<file path="src/rtl/dcp_arb_unit.sv">
// -----------------------------------------------------------------------------
// dcp_arb_unit
//   Round-robin N:1 beat arbiter with a registered output stage. It can
//   optionally lock onto one requester from the first beat of a packet until
//   that packet's last beat.
//
//   Build option:
//     DCP_ARB_PKT_LOCK_EN  defined   -> packet lock (IDLE/LOCK FSM active)
//                          undefined -> every beat arbitrates on its own;
//                                       iLast is only forwarded to oLast
//
//   Handshake (every port pair below):
//     A beat moves when valid and ready are both high at a rising edge.
//     Ready never depends on the same requester's payload. Valid must not
//     wait for ready.
//
//   Ports:
//     iClk, iRst     clock, synchronous active-high reset
//     iVld/oRdy      per-requester beat handshake (NUM bits each)
//     iPld/iDst      requester k payload/destination at [k*DW +: DW] / [k*AW +: AW]
//     iLast          per-requester last-beat-of-packet flag
//     oVld/iRdy      merged output handshake
//     oPld/oDst/oLast registered merged beat
//     oGnt           index of the requester whose beat sits in the output register
//     oDbgLock       FSM state (1 = LOCK)
//     oDbgPtr        round-robin search start pointer
// -----------------------------------------------------------------------------
module dcp_arb_unit #(
    parameter int DW  = 16,
    parameter int AW  = 4,
    parameter int NUM = 4
) (
    input  logic                   iClk,
    input  logic                   iRst,
    input  logic [NUM-1:0]         iVld,
    output logic [NUM-1:0]         oRdy,
    input  logic [NUM*DW-1:0]      iPld,
    input  logic [NUM*AW-1:0]      iDst,
    input  logic [NUM-1:0]         iLast,
    output logic                   oVld,
    input  logic                   iRdy,
    output logic [DW-1:0]          oPld,
    output logic [AW-1:0]          oDst,
    output logic                   oLast,
    output logic [$clog2(NUM)-1:0] oGnt,
    output logic                   oDbgLock,
    output logic [$clog2(NUM)-1:0] oDbgPtr
);

    localparam int GW = $clog2(NUM);

    typedef enum logic {
        IDLE = 1'b0,
        LOCK = 1'b1
    } state_t;

    state_t        state, stateNext;
    logic [GW-1:0] ptr, ptrNext;
    logic [GW-1:0] owner, ownerNext;
    logic [GW-1:0] scanWin, winner;
    logic          scanHit, winVld, winLast;
    logic          ld, xfer;

    // Cyclic first-valid search starting at ptr. NUM is a power of two, so
    // the GW-bit add wraps modulo NUM.
    always_comb begin
        scanHit = 1'b0;
        scanWin = ptr;
        for (int i = 0; i < NUM; i++) begin
            if (!scanHit && iVld[GW'(ptr + GW'(i))]) begin
                scanHit = 1'b1;
                scanWin = GW'(ptr + GW'(i));
            end
        end
    end

    // While locked, the owner is the only candidate, even when it is not
    // valid. That stalls the port rather than letting another packet cut in.
    always_comb begin
        winner = scanWin;
        winVld = scanHit;
`ifdef DCP_ARB_PKT_LOCK_EN
        if (state == LOCK) begin
            winner = owner;
            winVld = iVld[owner];
        end
`endif
    end

    assign ld      = !oVld || iRdy;
    assign xfer    = ld && winVld && !iRst;
    assign winLast = iLast[winner];
    assign oRdy    = xfer ? (NUM'(1) << winner) : '0;

    // FSM next-state / pointer / owner
    always_comb begin
        stateNext = state;
        ptrNext   = ptr;
        ownerNext = owner;
`ifdef DCP_ARB_PKT_LOCK_EN
        case (state)
            IDLE: begin
                if (xfer && !winLast) begin
                    stateNext = LOCK;
                    ownerNext = winner;
                end
            end
            LOCK: begin
                if (xfer && winLast) begin
                    stateNext = IDLE;
                end
            end
            default: stateNext = IDLE;
        endcase
        // Fairness advances per packet: only a completed packet moves ptr.
        if (xfer && winLast) begin
            ptrNext = winner + 1'b1;
        end
`else
        stateNext = IDLE;
        if (xfer) begin
            ptrNext = winner + 1'b1;
        end
`endif
    end

    always_ff @(posedge iClk) begin
        if (iRst) begin
            state <= IDLE;
            ptr   <= '0;
            owner <= '0;
        end else begin
            state <= stateNext;
            ptr   <= ptrNext;
            owner <= ownerNext;
        end
    end

    // Output register. The beat fields change only when a beat is loaded.
    // A load slot with no winner just empties the stage.
    always_ff @(posedge iClk) begin
        if (iRst) begin
            oVld  <= 1'b0;
            oPld  <= '0;
            oDst  <= '0;
            oLast <= 1'b0;
            oGnt  <= '0;
        end else if (ld) begin
            oVld <= xfer;
            if (xfer) begin
                oPld  <= iPld[winner*DW +: DW];
                oDst  <= iDst[winner*AW +: AW];
                oLast <= winLast;
                oGnt  <= winner;
            end
        end
    end

    assign oDbgLock = (state == LOCK);
    assign oDbgPtr  = ptr;

endmodule

</file>
<file path="config.mk">
export PLATFORM = sky130hd
export DESIGN_NAME = dcp_arb_unit
export DESIGN_NICKNAME = d
export VERILOG_FILES = /design/src/rtl/dcp_arb_unit.sv
export SDC_FILE = /design/constraint.sdc
export NUM_CORES = 1
export LEC_CHECK = 0
export BUFFER_PORTS_ARGS = -buffer_cell sky130_fd_sc_hd__buf_2
export CORE_MARGIN = 1.5
export CORE_UTILIZATION = 44
export CTS_CLUSTER_SIZE = 14
export DETAILED_ROUTE_END_ITERATION = 10
export PLACE_DENSITY = 0.81
export SLEW_MARGIN = 0
export SYNTH_ARGS = -nofsm -noshare
export SYNTH_HDL_FRONTEND = slang
export SYNTH_SLANG_ARGS = --single-unit
</file>
<file path="constraint.sdc">
create_clock -name iClk -period 2.1 [get_ports iClk]
set_clock_uncertainty 0.1 [all_clocks]
set_input_delay 0.315 -clock iClk [delete_from_list [all_inputs] [get_ports iClk]]
set_output_delay 0.315 -clock iClk [all_outputs]
set_load 0.02 [all_outputs]
</file>
Yosys cells after proc, flatten, opt, wreduce, memory -nomap -nowiden. Index checks and enable logic that the tools add are counted.

Word-level logic and storage cells: 48. Register bits: 26.

Multiplexer cells: 18. Reduce and logical (&&, ||, !) cells: 12. $lt $le $gt $ge: 5. Shift-type cells: 3. Add/subtract/negate cells: 4.

Operators with widths (number): 64-bit by 7-bit indexed part select with 16-bit output (1); 16-bit by 5-bit indexed part select with 4-bit output (1); 2-bit by 3-bit < comparator with 1-bit output, second input constant (5); 1-bit binary-select mux with 2-bit select (5); 1-bit two-way mux (9); 2-bit two-way mux (3); 1-bit logical AND (5); 1-bit logical NOT (5); 2-bit by 1-bit adder with 2-bit output, second input constant (2); 2-bit adder, second input constant (2); 4-bit two-way mux (1); 1-bit by 2-bit left shift with 4-bit output, first input constant (1); 2-bit AND reduction (1); 1-bit logical OR (1).

Depth between registers and ports, before layout. Gate-level depths: netlist of the first run.

Depth in word-level cells: 15. Depth in mapped cells: 7. Mapped depth without buffers: 5.

Worst setup path before layout of the first run. OpenSTA, ideal clock, no wires.

Kind: register to output. From: register ptr[0], in the netlist oDbgPtr[0]. To: output port oRdy[2]. Buffers on the path: 1. Cell stages (with the launch flop): 5. Data arrival time: 1799 ps. Setup slack: -114 ps. Cells stage by stage: dfxtp_1 -> nor2b_4 -> o41a_1 -> buf_2 -> nor3_1.

Word-level cells in the longest chain between the ends: 15. Elaborated cells between the ends (all ways): 28. Classes of those cells: add/sub (3); shift (1); mux (16); reduce/logical (8).

Ends and longest elaborated chain: start: declaration (line 58) `logic [GW-1:0] ptr, ptrNext;`; start signal: assignment (line 134) `ptr <= ptrNext;`; branches (longest 14 deep; another with 2-bit by 1-bit adder with 2-bit output); 4-bit two-way mux * (line 93) `assign oRdy = xfer ? (NUM'(1) << winner) : '0;`; end: declaration (line 36) `output logic [NUM-1:0] oRdy,`.

Mark *: on every way between the ends. The select of a mux whose other input is x is not followed.

Final worst setup path of the first run.
From: register ptr[0], in the netlist oDbgPtr[0]. To: output port oRdy[0].

Same word-level chain as after synthesis.

==> reports/metrics.csv, run 1 <==
metric,value,unit
status,finished with violations,
failing checks,design-rule violations,
share of cells above drive strength 1,0.578,
CTS tree,done,
Gate Count Post-Synth,229,
reg2reg start,oDbgPtr[0]$_SDFFE_PP0P_,
DRT Wirelength,6760,um
switching part of the total power,0.382,
initial core utilization,0.468,
Critical Path End Type,primary output,
Synth Area per Inst,9.08,um2
Die Ht,71.7,um
family with the most delay on the worst path,simple AND/OR/NAND/NOR gates,
register area share after synthesis,0.250,
HPWL Detailed,4960,um
hold path start,iRst,
"most used cell, CP",nor3_4,
First-pass DRT Iterations,7,
CP required,1680,ps
row count,24,
IO buf count,120,
PD cells,607,mW/mm2
Area Growth Syn to Fin,38.8,%
die area,0.00515,mm2
total of max-cap violations,0,
post-synth cell types,39,
Post-synth EDFFs,0,
asr flop ratio synth,0,
most frequent cells in the layout,"116 x buf_2, 26 x a21oi_1, 25 x buf_4",
CP startpoint,oDbgPtr[0]$_SDFFE_PP0P_,
Seq pwr share,0.347,
Power Total,1.75,mW
"Cell Area, Synth",0.00208,mm2
vias in the first global route,2195,
antenna fix cells,0,
TritonCTS Buffers,3,
Max Root-Sink Buffers,2,
clk sinks,26,
post-synthesis register bit count,26,
WS Path Type,reg2out,
initial antenna violation count,0,
Setup Viol. Count Final,0,
first-pass GRT wire length,10100,um
CP Cell Sequence,nor3b_4 -> nor3_4 -> nor3_4 -> buf_6 -> nor3b_2 -> buf_4,
Final Max Slew Viols,0,
combinational power share,0.464,
Top Ports,122,
Clock power frac,0.188,
H-tree levels,1,
"commonest non-fill, non-tap cell in the layout",buf_2,
grt ovf,0,
yosys warns,0,
worst slew pin tran,822,ps
Tcrit/Tclk final,0.996,
# hold bufs at CTS,0,
drc violations,8,
Max Freq,0.478,GHz
wire per inst,16.9,um
vias post-DR,2362,
unrepaired setup endpoints after global routing,yes,
Total GRT Usage,0.242,
ys flop type,dfxtp_1,
Worst path max stage delay,410,ps
crit path time final,2090,ps
number of vias per cell,5.91,
Setup WS post-layout,7.78,ps
worst vdd rail ir drop,0.356,mV
Root Driver,clkbuf_8,
Final Hold Fails,0,
DRT antenna net count,0,
Clock transition at path regs,90,ps
Buf/Inv on CP,2,
crit path DAT,1680,ps
leak pwr,1.28,nW
global placement routability congestion,0.823,
Final #Nets,440,
worst hold path type,in2reg,
Slew HR,0.449,
Die X,71.7,um
critical path's slowest cell,dfxtp_4,
Critical Path Source Type,flip-flop,
pre-CTS setup slack,95.2,ps
crit path max fanout,7,
Pint,1.08,mW
net switching power,0.669,mW
largest net degree at the start of global routing,23,
Mapped Nets,320,
core footprint,0.00444,mm2
Skew-Pair Late Insertion Delay,270,ps
Iter 0 DRT Violations,211,
## cell type report
| type | count | area [um2] |
|---|---|---|
| clock buffers | 4 | 55.1 |
| fillers | 395 | 1560 |
| inverters | 1 | 3.75 |
| multi-input cells | 173 | 1420 |
| flip-flops and latches | 26 | 528 |
| well taps | 52 | 65.1 |
| repair buffers | 144 | 811 |
## cells by family after synthesis
kind of cell    synth area share
flops                      0.250
other cells              0.00180
simple gates               0.181
buf+inv                   0.0866
compound gates             0.481
## through the flow
stage	util	TNS, ps	cells	hold WS (ps)	cell area, um2
6_report	0.649	0	400	170	2890
4_1_cts	0.632	0	396	158	2810
3_5_place_dp	0.617	0	391	341	2740
5_1_grt	0.649	-168	400	188	2890
3_3_place_gp	0.617	0	391	335	2740
2_1_floorplan	-	0	229	287	2080
## registers in the layout (all words and copies together), names as in the netlist
register / flops
oPld: 16
oDst: 4
oDbgPtr: 2
oGnt: 2
oLast: 1
oVld: 1
## path summary, 6_finish.rpt
kind | cells past startpoint | endpoint | slack [ps]
hold reg to reg | 2 | oGnt[1]$_SDFFE_PP0P_ | 360
hold / removal | 2 | oVld$_SDFFE_PP0P_ | 170
setup / recovery | 6 | oRdy[0] | 8
setup reg to reg | 7 | oPld[1]$_SDFFE_PP0P_ | 140
## timing repair
item,in CTS,in global routing
resized for setup,3,13
hold endpoints to repair,0,0
pin swaps,1,4
buffers inserted,1,4
setup endpoints to repair,4,4
## power by group through the flow
stage | Sequential [mW] | Clock (mW) | Combinational [mW]
floorplan | 0.702 | 0 | 0.426
global placement | 0.617 | 0 | 0.760
detailed placement | 0.618 | 0 | 0.777
CTS | 0.608 | 0.345 | 0.783
global route | 0.617 | 0.353 | 0.871
finish | 0.609 | 0.330 | 0.813
## layer usage
layer	GRT usage	up-vias	wire length, um	share of wire
li1	-	1153	-	-
met1	0.310	1094	2660	0.39
met2	0.441	109	3590	0.53
met3	0.0113	6	433	0.064
met4	0.0650	0	70	0.010
met5	0	-	0	0
## cells in the mapped netlist (all sizes together), types with 2 or more instances
cell	number	area share
a21oi	45	0.14
o21ai	27	0.065
dfxtp	26	0.25
a221oi	21	0.15
and4	21	0.088
o31a	21	0.088
buf	16	0.061
clkbuf	13	0.023
nor2b	6	0.022
nor3	6	0.019
nor2	4	0.0072
nor3b	3	0.013
nand2	2	0.0036
or3	2	0.0060
Power figures use the tool's default switching activity.
==> run 2, diff against run 1 <==
CORE_UTILIZATION = 43   (was 44)
PLACE_DENSITY = 0.79   (was 0.81)
==> reports/metrics.csv, run 2 (synthesized netlist as in run 1, its figures left out) <==
metric,value,unit
share of cells above drive strength 1,0.567,
crit path time final,2040,ps
crit path DAT,1620,ps
PD cells,612,mW/mm2
die area,0.00526,mm2
total of max-cap violations,0,
Top Ports,122,
Die Ht,72.5,um
Seq. cell area,528,um2
switching part of the total power,0.382,
pre-CTS setup slack,-108,ps
unrepaired setup endpoints after global routing,yes,
Critical Path End Type,primary output,
crit path max fanout,5,
leak pwr,1.24,nW
Setup WS post-layout,60.9,ps
HPWL Detailed,4610,um
Clock power frac,0.193,
biggest regs,"oPld: 16 flops, oDst: 4 flops",
DRT antenna net count,0,
Die X,72.5,um
first-pass GRT wire length,9890,um
combinational power share,0.454,
Final #Nets,434,
row count,25,
Tcrit/Tclk final,0.971,
worst vdd rail ir drop,0.264,mV
CP required,1680,ps
Pint,1.06,mW
vias post-DR,2325,
worst slew pin tran,736,ps
DRT Wirelength,6370,um
global placement routability congestion,0.790,
First-pass DRT Iterations,4,
most frequent cells in the layout,"120 x buf_2, 26 x a21oi_1, 24 x dfxtp_1",
max reg flops,16,
Post-Place Cells,392,
initial core utilization,0.443,
fillers,437,
drc violations,0,
Max Freq,0.490,GHz
IO buf count,120,
Critical Path Source Type,flip-flop,
post-CTS setup buffer count,0,
Slew HR,0.510,
Final Max Slew Viols,0,
Setup Viol. Count Final,0,
net switching power,0.655,mW
# hold bufs at CTS,0,
"commonest non-fill, non-tap cell in the layout",buf_2,
antenna fix cells,0,
vias in the first global route,2151,
core footprint,0.00469,mm2
CTS tree,done,
Skew-Pair Late Insertion Delay,270,ps
Power Total,1.71,mW
Reg with most FFs,oPld,
status,"finished, final reports clean",
H-tree levels,1,
Clock transition at path regs,90,ps
Root Driver,clkbuf_8,
largest net degree at the start of global routing,28,
post-route insts no fill,396,
number of vias per cell,5.87,
Final Hold Fails,0,
Seq pwr share,0.354,
wire per inst,16.1,um
Area Growth Syn to Fin,34.7,%
Total GRT Usage,0.234,
final core occ,0.597,
Total Neg Setup Slack,0,ps
initial antenna violation count,0,
clk sinks,26,
worst hold path type,in2reg,
multi-input gate area in the final layout,0.00141,mm2
WS Path Type,reg2out,
Iter 0 DRT Violations,81,
Max Root-Sink Buffers,2,
grt ovf,0,
TritonCTS Buffers,3,
[run 2: cell count changes in the layout (fill, tap and decap cells not counted), sizes merged]
cell,before,now
buf,144,138
[run 2: layout make-up]
class | instances | area share
inverters | 1 | 0.00134
flip-flops and latches | 26 | 0.189
well taps | 54 | 0.0241
repair buffers | 138 | 0.263
clock buffers | 4 | 0.0197
multi-input cells | 173 | 0.504
[run 2: path summary, 6_finish.rpt]
| path | slack, ps | startpoint | depth (start not counted) | to |
|---|---|---|---|---|
| setup / recovery | 60 | oDbgPtr[0]$_SDFFE_PP0P_ | 5 | oRdy[3] |
| hold / removal | 170 | iRst | 2 | oVld$_SDFFE_PP0P_ |
| setup reg to reg | 180 | oDbgPtr[0]$_SDFFE_PP0P_ | 5 | oPld[1]$_SDFFE_PP0P_ |
| hold reg to reg | 360 | oGnt[1]$_SDFFE_PP0P_ | 2 | oGnt[1]$_SDFFE_PP0P_ |
[run 2: what timing repair did]
| item | 4_1_cts | 5_1_grt |
|---|---|---|
| hold endpoints to repair | 0 | 0 |
| endpoints found under the setup margin | 23 | 2 |
| gates resized for setup | 3 | 5 |
| cloned | 0 | 0 |
[run 2: routing by layer]
metal | track usage | share of wire | routed length, um
met5 | 0 | 0 | 0
met4 | 0.0755 | 0.013 | 85
met3 | 0.0222 | 0.039 | 247
met2 | 0.412 | 0.52 | 3290
met1 | 0.300 | 0.43 | 2750
[run 2: power by group through the flow]
| stage | clock [mW] | sequential [mW] | combinational, mW |
|---|---|---|---|
| after detailed placement | 0 | 0.616 | 0.769 |
| after global placement | 0 | 0.613 | 0.755 |
| after global routing | 0.359 | 0.615 | 0.840 |
| after floorplan | 0 | 0.702 | 0.426 |
| final | 0.330 | 0.606 | 0.777 |
| after CTS | 0.338 | 0.606 | 0.771 |
[run 2: worst max-delay path: stages (launching register included)]
cell and delay (ps):
dfxtp_4 390, nor2b_4 60, or4b_4 490, o211ai_4 110
and2_1 150, buf_2 150
[run 2: metrics by stage]
step,hold WS [ps],area (um2)
after floorplan,287,2080
after global placement,343,2720
final,167,2800
after global routing,176,2800
after detailed placement,349,2720
after CTS,165,2780
==> run 3, diff against run 2 <==
PLACE_DENSITY = 0.87   (was 0.79)
==> reports/metrics.csv, run 3 (synthesized netlist as in run 1, its figures left out) <==
metric,value,unit
core footprint,0.00469,mm2
IO buf count,120,
worst vdd rail ir drop,0.261,mV
HPWL Detailed,4930,um
Max Root-Sink Buffers,2,
Setup Viol. Count Final,0,
WS Path Type,reg2out,
CTS tree,done,
CP required,1680,ps
placed cell area,0.00273,mm2
Clock transition at path regs,100,ps
Final Max Slew Viols,0,
drc violations,0,
final core occ,0.601,
Clock power frac,0.191,
Min Hold Slack,170,ps
Die X,72.5,um
wire per inst,17.2,um
grt ovf,0,
unrepaired setup endpoints after global routing,no,
initial core utilization,0.443,
crit path time final,2060,ps
leak pwr,1.25,nW
Root Driver,clkbuf_8,
max reg flops,16,
Area Growth Syn to Fin,35.5,%
Max Freq,0.486,GHz
Die Ht,72.5,um
PD cells,613,mW/mm2
Total Neg Setup Slack,0,ps
combinational power share,0.455,
first-pass GRT wire length,10200,um
Seq pwr share,0.353,
Post-Place Cells,393,
share of cells above drive strength 1,0.573,
Final #Nets,436,
global placement routability congestion,0.859,
Critical Path End Type,primary output,
Setup WS post-layout,42.7,ps
switching part of the total power,0.386,
die area,0.00526,mm2
Iter 0 DRT Violations,207,
post-route insts no fill,398,
pre-CTS setup slack,-165,ps
net switching power,0.667,mW
DRT antenna net count,0,
total of max-cap violations,0,
vias in the first global route,2206,
Pint,1.06,mW
crit path DAT,1640,ps
worst hold path type,in2reg,
Power Total,1.73,mW
Tcrit/Tclk final,0.980,
Total GRT Usage,0.240,
worst slew pin tran,756,ps
design area,0.00282,mm2
# hold bufs at CTS,0,
biggest regs,"oPld: 16 flops, oDst: 4 flops",
"commonest non-fill, non-tap cell in the layout",buf_2,
number of vias per cell,6.07,
row count,25,
vias post-DR,2415,
status,"finished, final reports clean",
largest net degree at the start of global routing,23,
initial antenna violation count,0,
crit path max fanout,7,
TritonCTS Buffers,3,
Skew-Pair Late Insertion Delay,270,ps
clk sinks,26,
Final Hold Fails,0,
H-tree levels,1,
DRT Wirelength,6830,um
antenna fix cells,0,
most frequent cells in the layout,"120 x buf_2, 26 x a21oi_1, 24 x dfxtp_1",
Top Ports,122,
Slew HR,0.496,
First-pass DRT Iterations,4,
Critical Path Source Type,flip-flop,
Reg with most FFs,oPld,
-- run 3: layout make-up --
class | instances | area [um2]
flip-flops and latches | 26 | 526
repair buffers | 140 | 751
fillers | 427 | 1870
inverters | 1 | 3.75
multi-input cells | 173 | 1420
well taps | 54 | 67.6
clock buffers | 4 | 55.1
-- run 3: critical path: stages (launching register included) --
cell      delay [ps]
dfxtp_4          400
nor2b_4           60
or4b_4           500
o211ai_4         120
and2_1           150
buf_2            150
-- run 3: final timing paths --
check	from	slack [ps]	end	depth (start not counted)
worst max register to register	oDbgPtr[0]$_SDFFE_PP0P_	200	oPld[1]$_SDFFE_PP0P_	5
worst min register to register	oGnt[1]$_SDFFE_PP0P_	360	oGnt[1]$_SDFFE_PP0P_	2
worst min-delay path	iRst	170	oVld$_SDFFE_PP0P_	2
worst max-delay path	oDbgPtr[0]$_SDFFE_PP0P_	40	oRdy[3]	5
-- run 3: power by group through the flow --
stage	sequential [mW]	clock, mW	combinational [mW]
5_1_grt	0.618	0.344	0.845
3_3_place_gp	0.615	0	0.750
4_1_cts	0.611	0.331	0.773
3_5_place_dp	0.621	0	0.768
2_1_floorplan	0.702	0	0.426
6_report	0.610	0.330	0.787
-- run 3: routing by layer --
metal	routed length (um)	GRT usage
met5	0	0
met2	3430	0.405
met1	2900	0.310
met4	163	0.107
met3	338	0.0222
-- run 3: what timing repair did --
| item | in CTS | in global routing |
|---|---|---|
| endpoints found under the setup margin | 25 | 4 |
| resized for setup | 5 | 2 |
| pin swaps | 1 | 0 |
| endpoints found under the hold margin | 0 | 0 |
| buffers inserted | 0 | 1 |
